[config.mk]
export PLATFORM = sky130hd
export DESIGN_NAME = rtc_alarm_ig
export DESIGN_NICKNAME = d
export VERILOG_FILES = /design/src/rtl/rtc_alarm_pkg.sv /design/src/rtl/rtc_alarm_ch.sv /design/src/rtl/rtc_alarm_ig.sv
export SDC_FILE = /design/constraint.sdc
export NUM_CORES = 1
export LEC_CHECK = 0
export ABC_AREA = 0
export CAP_MARGIN = 20
export CORE_ASPECT_RATIO = 0.8
export CORE_MARGIN = 2
export CORE_UTILIZATION = 43
export CTS_CLUSTER_DIAMETER = 150
export CTS_CLUSTER_SIZE = 40
export DETAILED_ROUTE_END_ITERATION = 12
export PLACE_DENSITY = 0.66
export SYNTH_ARGS = -nofsm -noshare
export SYNTH_HDL_FRONTEND = slang
export SYNTH_HIERARCHICAL = 1
export SYNTH_SLANG_ARGS = --single-unit
[constraint.sdc]
create_clock -name i_rtc_ext_clk -period 4.6 [get_ports i_rtc_ext_clk]
set_input_delay 1.15 -clock i_rtc_ext_clk [delete_from_list [all_inputs] [get_ports i_rtc_ext_clk]]
set_output_delay 1.15 -clock i_rtc_ext_clk [all_outputs]
set_load 0.005 [all_outputs]
[src/rtl/rtc_alarm_pkg.sv]
// rtc_alarm_pkg
//   Shared definitions for the RTC alarm/interrupt generator: channel state
//   encoding, channel mode constants and default sizing.
package rtc_alarm_pkg;

  localparam int unsigned NUM_CH_DEF = 4;
  localparam int unsigned CNT_W_DEF  = 32;

  localparam logic [1:0] ST_IDLE  = 2'd0;
  localparam logic [1:0] ST_ARMED = 2'd1;
  localparam logic [1:0] ST_FIRED = 2'd2;

  localparam logic MODE_ONESHOT  = 1'b0;
  localparam logic MODE_PERIODIC = 1'b1;

endpackage

[src/rtl/rtc_alarm_ch.sv]
// rtc_alarm_ch
//   One RTC alarm channel: IDLE/ARMED/FIRED state, match register with
//   optional periodic reload, sticky interrupt and overrun flags, and a
//   one-cycle trigger pulse per hit.
// Ports
//   clk, rst_n          RTC clock, async active-low reset
//   cnt_en, count_val   RTC counter running flag and current count
//   ld, dis, ld_val     arm (load match) / disarm pulses, load value
//   mode, period        one-shot/periodic select, reload increment
//   intr_en, int_clr    flag set enable, flag clear (level)
//   int_flag, ovr_flag  sticky interrupt / overrun flags
//   armed, etb_trig     channel armed, one-cycle hit pulse
module rtc_alarm_ch
  import rtc_alarm_pkg::*;
#(
  parameter int unsigned CNT_W = CNT_W_DEF
) (
  input  logic             clk,
  input  logic             rst_n,
  input  logic             cnt_en,
  input  logic [CNT_W-1:0] count_val,
  input  logic             ld,
  input  logic             dis,
  input  logic [CNT_W-1:0] ld_val,
  input  logic             mode,
  input  logic [CNT_W-1:0] period,
  input  logic             intr_en,
  input  logic             int_clr,
  output logic             int_flag,
  output logic             ovr_flag,
  output logic             armed,
  output logic             etb_trig
);

  logic [1:0]       state;
  logic [CNT_W-1:0] match;
  logic             hit;
  logic             reload;

  assign hit    = (state == ST_ARMED) && cnt_en && (count_val == match);
  assign reload = (mode != MODE_ONESHOT) && (period != '0);
  assign armed  = (state == ST_ARMED);

  // Disarm beats load, load beats reload; a hit in the same cycle still
  // reports against the old match (see flag block) but never reloads here.
  always_ff @(posedge clk or negedge rst_n) begin
    if (!rst_n) begin
      state <= ST_IDLE;
      match <= '0;
    end else if (dis) begin
      state <= ST_IDLE;
    end else if (ld) begin
      state <= ST_ARMED;
      match <= ld_val;
    end else if (hit) begin
      if (reload) match <= match + period;
      else        state <= ST_FIRED;
    end
  end

  // Set wins over clear, so a hit coinciding with int_clr leaves the flag set.
  always_ff @(posedge clk or negedge rst_n) begin
    if (!rst_n) begin
      int_flag <= 1'b0;
      ovr_flag <= 1'b0;
      etb_trig <= 1'b0;
    end else begin
      etb_trig <= hit;
      if (hit && intr_en)      int_flag <= 1'b1;
      else if (int_clr)        int_flag <= 1'b0;
      if (hit && intr_en && int_flag && !int_clr) ovr_flag <= 1'b1;
      else if (int_clr)                           ovr_flag <= 1'b0;
    end
  end

endmodule

[src/rtl/rtc_alarm_ig.sv]
// rtc_alarm_ig
//   Multi-channel RTC alarm/interrupt generator. Compares the RTC count
//   against NUM_CH independently armed match registers and merges the
//   unmasked interrupt flags into a single VIC line.
// Ports
//   i_rtc_ext_clk, rtc_por_rst_n   RTC clock, async active-low POR
//   cnt_en, count_val              RTC counter running flag and count
//   ch_ld, ch_dis, ld_val          per-channel arm/disarm pulses, load value
//   ch_mode, ch_period             per-channel mode and packed periods
//   intr_en, intr_mask, int_clr    per-channel flag enable, VIC mask, clear
//   int_flag, ovr_flag             per-channel sticky flags
//   ch_armed, rtc_etb_trig         per-channel armed state, hit pulse
//   rtc0_vic_intr                  merged interrupt
module rtc_alarm_ig
  import rtc_alarm_pkg::*;
#(
  parameter int unsigned NUM_CH = NUM_CH_DEF,
  parameter int unsigned CNT_W  = CNT_W_DEF
) (
  input  logic                    i_rtc_ext_clk,
  input  logic                    rtc_por_rst_n,
  input  logic                    cnt_en,
  input  logic [CNT_W-1:0]        count_val,
  input  logic [NUM_CH-1:0]       ch_ld,
  input  logic [NUM_CH-1:0]       ch_dis,
  input  logic [CNT_W-1:0]        ld_val,
  input  logic [NUM_CH-1:0]       ch_mode,
  input  logic [NUM_CH*CNT_W-1:0] ch_period,
  input  logic [NUM_CH-1:0]       intr_en,
  input  logic [NUM_CH-1:0]       intr_mask,
  input  logic [NUM_CH-1:0]       int_clr,
  output logic [NUM_CH-1:0]       int_flag,
  output logic [NUM_CH-1:0]       ovr_flag,
  output logic [NUM_CH-1:0]       ch_armed,
  output logic [NUM_CH-1:0]       rtc_etb_trig,
  output logic                    rtc0_vic_intr
);

  for (genvar i = 0; i < NUM_CH; i++) begin : g_ch
    rtc_alarm_ch #(.CNT_W(CNT_W)) u_ch (
      .clk       (i_rtc_ext_clk),
      .rst_n     (rtc_por_rst_n),
      .cnt_en    (cnt_en),
      .count_val (count_val),
      .ld        (ch_ld[i]),
      .dis       (ch_dis[i]),
      .ld_val    (ld_val),
      .mode      (ch_mode[i]),
      .period    (ch_period[i*CNT_W +: CNT_W]),
      .intr_en   (intr_en[i]),
      .int_clr   (int_clr[i]),
      .int_flag  (int_flag[i]),
      .ovr_flag  (ovr_flag[i]),
      .armed     (ch_armed[i]),
      .etb_trig  (rtc_etb_trig[i])
    );
  end

  // int_clr gates the line combinationally so it drops in the clear cycle.
  assign rtc0_vic_intr = |(int_flag & ~intr_mask & ~int_clr);

endmodule

* Word level (Yosys, flattened, before mapping)
Index checks and enable logic that the tools add are counted.
** Operators by class
- Equality and inequality tests :: 12
- Reductions and logical operators :: 61
- Multiplexer cells :: 40
- Bitwise operators :: 8
- Add/subtract/negate cells :: 4
** Operators with widths (number)
- $mux W32 :: 12
- $add A32 B32 Y32 :: 4
- $eq A32 B32 Y1 :: 4
- $reduce_bool A32 Y1 :: 4
- $mux W2 :: 16
- $reduce_bool A2 Y1 :: 16
- $logic_and A1 B1 Y1 :: 24
- $mux W1 :: 12
- $ne A3 B3 Y1 const B :: 4
- $reduce_and A3 Y1 :: 4
- $reduce_bool A3 Y1 :: 4
- $and A4 B4 Y4 :: 2
- $eq A2 B1 Y1 const B :: 4
- $not A4 Y4 :: 2
- $reduce_and A2 Y1 :: 4
- $logic_not A1 Y1 :: 4
- $not A1 Y1 :: 4
- $reduce_or A4 Y1 :: 1
** Storage, ports and cells
- Output and inout port bits :: 17
- Flip-flop bits (word level) :: 148
- Bits of input ports :: 219

* Depth between registers and ports, before layout
Gate-level depths: netlist of run 1.
- Depth after elaboration :: 7
- Gate-level depth with buffers :: 11
- Gate-level depth less buffers :: 11

* By module
The synthesis of run 1 kept the hierarchy.
** By module, submodules not included
- rtc_alarm_ch (g_ch[1].u_ch ...) :: cells an instance 453, instances 3, area an instance 3712.3 um2, seq. area each 925.9 um2
- rtc_alarm_ch (g_ch[0].u_ch) :: cells an instance 494, instances 1, area an instance 3980.1 um2, seq. area each 925.9 um2
- rtc_alarm_ig :: cells an instance 7, instances 1, area an instance 33.8 um2, seq. area each 0.0 um2

* Least setup slack after synthesis of run 1
OpenSTA, ideal clock, no wires.
- Kind :: in2reg
- From :: input port ch_period[0]
- To :: register g_ch[0].u_ch.match[12]
- Arrival :: 3463 ps
- Cell stages on the path :: 10
- Data required time :: 4463 ps
- Path slack :: 1000 ps
- Cells stage by stage :: ha_1 -> fa_1 -> a211oi_2 -> nor3_2 -> o311a_1 -> or3_4 -> a21o_1 -> a211oi_1 -> a2bb2oi_1 -> a21oi_1
** On the way
- Cells in the longest elaborated chain, start to end :: 4
- Elaborated cells on any way between the ends :: 8
- Those cells by class :: add/sub: 1; mux: 3; reduce/logical: 4
** Ends and longest elaborated chain
- start: declaration :: RTL line rtc_alarm_ig.sv:28 : input logic [NUM_CH*CNT_W-1:0] ch_period,
- $add A32 B32 Y32 / $reduce_bool A32 Y1 (equally long branches) :: RTL line rtc_alarm_ch.sv:56, rtc_alarm_ch.sv:41
- $mux W32 / $logic_and A1 B1 Y1 (equally long branches) :: RTL line rtc_alarm_ch.sv:56, rtc_alarm_ch.sv:41
- $mux W32 / $reduce_bool A2 Y1 (equally long branches)
- $mux W32 / $reduce_and A3 Y1 (equally long branches)
- end signal: assignment :: RTL line rtc_alarm_ch.sv:54 : match <= ld_val;
- end signal: assignment :: RTL line rtc_alarm_ch.sv:56 : if (reload) match <= match + period;
- end: declaration :: RTL line rtc_alarm_ch.sv:36 : logic [CNT_W-1:0] match;
Several ways; a longest one is shown, not always the timed one. The select of a mux whose other input is x is not followed.
A chain may end at the register's enable or synchronous reset.

* Worst setup path in the final report of run 1
- From :: input port ch_period[64]
- To :: register g_ch[2].u_ch.match[30]
** On the way
- Cells in the longest elaborated chain, start to end :: 4
- Elaborated cells on any way between the ends :: 8
- Those cells by class :: add/sub: 1; mux: 3; reduce/logical: 4
** Ends and longest elaborated chain (RTL line)
- $add A32 B32 Y32 / $reduce_bool A32 Y1 (equally long branches) :: rtc_alarm_ch.sv:56, rtc_alarm_ch.sv:41
- $mux W32 / $logic_and A1 B1 Y1 (equally long branches) :: rtc_alarm_ch.sv:56, rtc_alarm_ch.sv:41
- $mux W32 / $reduce_bool A2 Y1 (equally long branches)
- $mux W32 / $reduce_and A3 Y1 (equally long branches)
- end signal: assignment :: rtc_alarm_ch.sv:54
- end signal: assignment :: rtc_alarm_ch.sv:56
- end: declaration :: rtc_alarm_ch.sv:36
Several ways; a longest one is shown, not always the timed one. The select of a mux whose other input is x is not followed.

==> metrics.md, run 1 <==
| Metric | Value |
|---|---|
| Final ANT Viol Nets | `0` |
| Fin. max-slew vios | `0` |
| Cell family with most CP delay | `compound AO/OA/AOI/OAI gates` |
| Hold wc startpoint | `g_ch[2].u_ch/ovr_flag` |
| First-pass iteration count of the detailed router | `5` |
| Register bit total from synthesis | `148` |
| Top_reg_cell synth | `dfrtp_1` |
| Post_cts resized | `0` |
| DIE AREA | `0.0368 mm^2` |
| Fill count | `3281` |
| Reg area | `~0.0037 mm^2` |
| Port Buf Inserts | `between 200 and 250` |
| CP Class | `input pin to flop` |
| Max incr delay on CP | `0.46 ns` |
| Routed wire length | `between 60 and 70 mm` |
| P&R area growth vs syn | `23.6%` |
| # setup viols final | `0` |
| Max Cap Viol | `0` |
| DIE WIDTH | `~210 um` |
| Outcome | `complete, no violations` |
| Sequential fraction of the synthesis area | `24.4%` |
| Final non-filler cell total | `between 2000 and 3000` |
| Yosys warns | `6` |
| Die height | `172 um` |
| Synthesized net count | `~2200` |
| Async S/R FF share, synth | `100%` |
| Synth top area cells | `dfrtp_1, ha_1, a21oi_1, xnor2_1, xor2_1` |
| Synth area leader | `dfrtp_1` |
| Via Count | `between 15000 and 20000` |
| Worst Setup SP | `ch_period[64]` |
| Power per cell area | `463 mW/mm^2` |
| # DRC | `0` |
| CP Buf/Inv Count | `1` |
| CP cell instances | `clkdlybuf4s50_1, ha_1, fa_1, a211oi_1, o21ai_1, nand4_1, a31oi_1, o41a_1, a211oi_2, xnor2_1, mux2i_1, a21oi_1` |
| Fin nets | `2426` |
| Pleak | `7.55 nW` |
| Synth unique cells | `82` |
| WP data required | `approximately 5.0 ns` |
| Initial antenna violation count | `2` |
| Post-CTS setup buffers | `0` |
| Placed insts | `between 2000 and 3000` |
| TritonCTS Buffers | `17` |
| Setup tns final | `0 ns` |
| Clock sinks | `148` |
| Core area | `0.0347 mm^2` |
| CTS clk-pin slew, worst paths | `0.07 ns` |
| Syn_area_per_cell | `between 8 and 9 um^2` |
| Proportion of layout cells with a drive suffix above 1 | `7.74%` |
| Hold/Removal Path Class | `flop to flop` |
| First-pass GRT wire length | `~90 mm` |
| Startpoint types | `input pin` |
| Share of the synthesized area in the top cell type | `24.4%` |
| I/O pin count | `236` |
| Syn Inst Count | `1860` |
| CP max FO | `4` |
| Reg-to-Reg Start | `g_ch[3].u_ch/match[0]` |
| Vias/cell | `~6.1` |
| CTS Buffer Depth | `2` |
| Area of the multi-input gates | `0.0110 mm^2` |
| Largest net degree at the start of global routing | `92` |
| Root Driver | `clkbuf_16` |
| Vias in the first global route | `14600` |
| Latest clock arrival within the worst-skew pair | `0.44 ns` |
| Hold buffers post-CTS | `0` |
| Detailed placement HPWL | `between 40 and 50 mm` |
| Routed len/inst | `23.5 um` |
| 1st-iter DRT viols | `1857` |
| RSZ-0062 raised after global routing | `false` |
| Starting Density | `43.6%` |
| Post-route clock period utilization | `86.5%` |
| Arr. time, crit path | `roughly 4.3 ns` |
| Final min period | `around 4.0 ns` |
| Skew final | `0.0106 ns` |
| Slowest cell on crit path | `clkdlybuf4s50_1` |
| Grt ovf | `0` |
| Worst-Margin Slew | `~0.93 ns` |
| GPL Wtd Cong | `0.994` |
| Final Hold Viols | `0` |
| Relative slew slack | `37.7%` |
| CTS tree | `built` |
| Gr usage total | `approximately a third` |
| CP endpoint kind | `flop` |
| Fmax | `251 MHz` |
| Maximum VDD drop | `269 uV` |
| Post-synth EDFFs | `0` |
| Synth Cell Area | `0.0152 mm^2` |
| Htree depth | `4` |
| Row Count | `61` |
-- cell type report --
cell class                 instances  area share [%]
inverter                          33           0.661
multi-input combinational       1600            58.6
clock buffer                      17            2.27
antenna                            2          0.0267
clock inverter                    15           0.969
sequential                       148            19.8
timing repair buffer             279            14.6
tap                              472            3.15
-- state kept, by name (all words and copies together), names as in the netlist --
register            flops
g_ch.u_ch/match       128
g_ch.u_ch/state         8
g_ch.u_ch/int_flag      4
g_ch.u_ch/etb_trig      4
g_ch.u_ch/ovr_flag      4
-- power by group --
group          switching [mW]  leakage [nW]  internal [mW]
registers               0.532          1.72           1.64
logic                    2.80          5.53           2.23
clock network           0.683         0.297          0.785
-- layer usage --
layer,wire length (um),vias up,GRT usage [%]
met1,25900,7404,44.7
li1,-,7299,-
met3,6890,110,8.25
met2,25300,778,48.6
met5,8,-,0
met4,2170,2,11.4
-- kinds of logic (layout without fill, tap and decap cells) --
logic type               count (synthesis)  after routing  synth area share [%]
other                                    0              2                     0
flip-flops                             148            148                  24.4
AND/OR/NAND/NOR                        618            618                  20.5
buffers and inverters                  112            344                  3.20
XOR/XNOR                               229            229                  13.2
adder cells (fa/ha/maj)                128            128                  10.8
AO/OA/AOI/OAI                          571            571                  24.1
multiplexers                            54             54                  3.72
-- worst min-delay path, cell delays in order (launching register included) --
cell and delay [ns]:
dfrtp_1 0.34, a31oi_1 0.04, nor2_1 0.08
-- worst paths after layout --
path                       depth (start not counted)                      to  slack [ns]
setup / recovery                                  12  g_ch[2].u_ch/match[30]        0.62
hold / removal                                     2   g_ch[2].u_ch/ovr_flag        0.50
setup reg to reg                                  11  g_ch[3].u_ch/match[30]        1.40
hold reg to reg                                    2   g_ch[2].u_ch/ovr_flag        0.50
max in group asynchronous                          2   g_ch[1].u_ch/match[3]        2.89
min in group asynchronous                          1  g_ch[2].u_ch/match[24]        0.80
-- through the flow --
stage / hold slack (ns) / power [mW] / worst slack (ns) / cell area (um^2) / util (%)
2_1_floorplan: 0.474 / 5.66 / 1.00 / 15200 / -
3_3_place_gp: 0.481 / 7.05 / 0.347 / 18100 / 52.2
3_5_place_dp: 0.490 / 7.09 / 0.287 / 18100 / 52.2
4_1_cts: 0.506 / 8.58 / 0.686 / 18700 / 53.9
5_1_grt: 0.540 / 9.25 / 0.495 / 18700 / 53.9
6_report: 0.500 / 8.67 / 0.623 / 18700 / 53.9
-- placed cells by master, fill, tap and decap left out, types with 36 or more instances in the layout --
master / instances
ha_1: 124
dfrtp_1: 148
nor4_1: 52
clkdlybuf4s50_1: 230
nand3_1: 37
xnor2_1: 134
a21oi_1: 253
nand4_1: 46
buf_4: 39
xor2_1: 95
nand2_1: 115
nor2_1: 215
a21o_1: 47
nor3_1: 36
o21ai_0: 76
-- synth_stat cells, types with 6 or more instances --
library cell and number:
a21oi_1 253, nor2_1 215, dfrtp_1 148, xnor2_1 134
ha_1 124, nand2_1 115, xor2_1 95, o21ai_0 76
nor4_1 52, a21o_1 47, nand4_1 46, clkbuf_1 45
nand3_1 37, nor3_1 36, mux2i_1 35, a31oi_1 34
inv_1 32, nor2b_1 28, nand2b_1 23, o21bai_1 20
buf_2 16, mux2_2 16, o21ai_1 16, a211oi_1 13
buf_4 12, nand3b_1 12, o31ai_1 10, and3_1 9
o21a_1 9, a211oi_2 8, o211ai_1 7, o311a_1 7
o31ai_2 7, a21oi_2 6, buf_1 6
Note: power is estimated with default switching activity, not from simulation.
==> run 2: changes to the inputs <==
--- a/config.mk
+++ b/config.mk
@@ -14,6 +14,7 @@
 export CTS_CLUSTER_SIZE = 40
 export DETAILED_ROUTE_END_ITERATION = 12
 export PLACE_DENSITY = 0.66
+export SETUP_SLACK_MARGIN = 0.5
 export SYNTH_ARGS = -nofsm -noshare
 export SYNTH_HDL_FRONTEND = slang
 export SYNTH_HIERARCHICAL = 1
==> run 2 against run 1 <==
Clock power barely moved; global-route usage is the same; routed wire length about the same; final area is essentially flat; utilization hardly changed; non-clock buffer count did not move; critical endpoint is now g_ch[0].u_ch/match[29].
==> metrics.md, run 2 (synthesis results as in run 1) <==
| Metric | Value |
|---|---|
| Largest net degree at the start of global routing | `92` |
| TritonCTS Buffers | `17` |
| P&R area growth vs syn | `23.6%` |
| Worst-Margin Slew | `0.936 ns` |
| Post-CTS setup buffers | `0` |
| I/O pin count | `236` |
| Maximum VDD drop | `267 uV` |
| Final min period | `3.91 ns` |
| CTS tree | `built` |
| Fill count | `3282` |
| Number of flip-flops in the largest register | `about 130` |
| Grt ovf | `0` |
| Fin nets | `2426` |
| Reg2reg setup slack | `between 1 and 1.5 ns` |
| CP Class | `input pin to flop` |
| Regs by FF count | `g_ch.u_ch/match x128, g_ch.u_ch/state x8` |
| Outcome | `complete, no violations` |
| Most frequent cells in the layout | `a21oi_1, clkdlybuf4s50_1, nor2_1` |
| First-pass GRT wire length | `87.6 mm` |
| Top reg by flops | `g_ch.u_ch/match` |
| Fin. max-slew vios | `0` |
| Core area | `0.0347 mm^2` |
| Hold buffers post-CTS | `0` |
| Hold/Removal Path Class | `flop to flop` |
| P_int | `4.66 mW` |
| Startpoint types | `input pin` |
| Root Driver | `clkbuf_16` |
| DIE WIDTH | `214 um` |
| Detailed placement HPWL | `~47 mm` |
| Initial antenna violation count | `2` |
| CTS clk-pin slew, worst paths | `0.07 ns` |
| Clock sinks | `between 100 and 150` |
| Comb pwr share | `58.1%` |
| Fmax | `256 MHz` |
| Switching part of the total power | `46.3%` |
| Final non-filler cell total | `approximately 2600` |
| Routed wire length | `60.2 mm` |
| # DRC | `0` |
| Relative slew slack | `37.6%` |
| Commonest non-fill, non-tap cell in the layout | `a21oi_1` |
| Die height | `172 um` |
| # setup viols final | `0` |
| Vias/cell | `6.09` |
| Final Hold Viols | `0` |
| Net Sw Power | `between 4 and 5 mW` |
| DP Worst Slack | `0.287 ns` |
| Htree depth | `4` |
| GPL Wtd Cong | `between 0.9 and 1` |
| Starting Density | `a little over two fifths` |
| Arr. time, crit path | `4.23 ns` |
| CP max FO | `5` |
| Vias in the first global route | `14600` |
| CP endpoint kind | `flop` |
| Pleak | `roughly 7.5 nW` |
| Proportion of layout cells with a drive suffix above 1 | `7.79%` |
| RSZ-0062 raised after global routing | `false` |
| Row Count | `61` |
| Power per cell area | `463 mW/mm^2` |
| Latest clock arrival within the worst-skew pair | `0.44 ns` |
| First-pass iteration count of the detailed router | `7` |
| Max Cap Viol | `0` |
| Placed insts | `~2500` |
| Post-route setup slack | `between 0.6 and 0.7 ns` |
| Port Buf Inserts | `roughly 240` |
| 1st-iter DRT viols | `1913` |
| Setup tns final | `0 ns` |
| Routed len/inst | `23.5 um` |
| Clock power share | `16.9%` |
| Sequential power share | `25.0%` |
| DIE AREA | `0.0368 mm^2` |
| CTS Buffer Depth | `2` |
| Skew final | `between 0.01 and 0.015 ns` |
| Via Count | `15600` |
| Final ANT Viol Nets | `0` |
| Gr usage total | `between 30% and 40%` |
| Post-route clock period utilization | `85.1%` |
| WP data required | `about 5 ns` |
run 2: cell types whose count changed in the layout (fill, tap and decap cells not counted):
cell | before | now
a211oi_1 | 13 | 12
a211oi_2 | 8 | 9
diode_2 | 2 | 1
run 2: per-layer routing:
metal	routed length, um	track usage, %	vias to the layer above	part of all wire [%]
met1	25800	44.7	7407	43
met5	8	0	-	0.013
met3	6970	8.25	104	12
li1	-	-	7290	-
met4	2050	11.4	2	3.4
met2	25400	48.6	808	42
run 2: final timing paths:
| kind | from | depth (start not counted) | endpoint |
|---|---|---|---|
| setup / recovery | ch_period[2] | 10 | g_ch[0].u_ch/match[29] |
| hold / removal | g_ch[2].u_ch/ovr_flag | 2 | g_ch[2].u_ch/ovr_flag |
| setup reg to reg | g_ch[3].u_ch/match[0] | 11 | g_ch[3].u_ch/match[30] |
| hold reg to reg | g_ch[2].u_ch/ovr_flag | 2 | g_ch[2].u_ch/ovr_flag |
| max in group asynchronous | rtc_por_rst_n | 2 | g_ch[1].u_ch/match[8] |
| min in group asynchronous | rtc_por_rst_n | 1 | g_ch[2].u_ch/match[24] |
run 2: timing repair:
item / in CTS / in global routing
gates resized for setup: 0 / 1
hold endpoints to repair: 0 / 0
endpoints found under the setup margin: 0 / 1
run 2: per-stage QoR:
stage	util (%)	hold slack [ns]	instance area, um^2	total power [mW]
after floorplan	-	0.474	15200	5.66
after global routing	53.9	0.540	18700	9.25
after detailed placement	52.2	0.490	18100	7.09
after global placement	52.2	0.481	18100	7.05
final	53.9	0.501	18700	8.68
after CTS	53.9	0.506	18700	8.58
run 2: worst max-delay path, stage by stage:
cell	delay [ns]
clkdlybuf4s50_1	0.47
ha_1	0.32
a211oi_1	0.49
o21a_1	0.29
a21boi_2	0.10
a22oi_1	0.35
a21oi_1	0.23
a211o_1	0.32
mux2i_1	0.16
a311o_1	0.34
run 2: cell type report:
cell class | instances | area [um^2] | share of cell area (%)
Inverter | 33 | 124 | 0.661
Clock inverter | 15 | 181 | 0.969
Timing Repair Buffer | 279 | 2730 | 14.6
Multi-Input combinational cell | 1600 | 11000 | 58.6
Clock buffer | 17 | 425 | 2.27
Sequential cell | 148 | 3700 | 19.8
Tap cell | 472 | 591 | 3.15
Antenna cell | 1 | 2.50 | 0.0134
run 2: power groups by stage:
stage | registers (mW) | logic, mW | clock network (mW)
finish | 2.17 | 5.04 | 1.47
global placement | 2.18 | 4.87 | 0
global route | 2.20 | 5.53 | 1.53
floorplan | 1.94 | 3.72 | 0
detailed placement | 2.18 | 4.90 | 0
CTS | 2.16 | 4.95 | 1.47
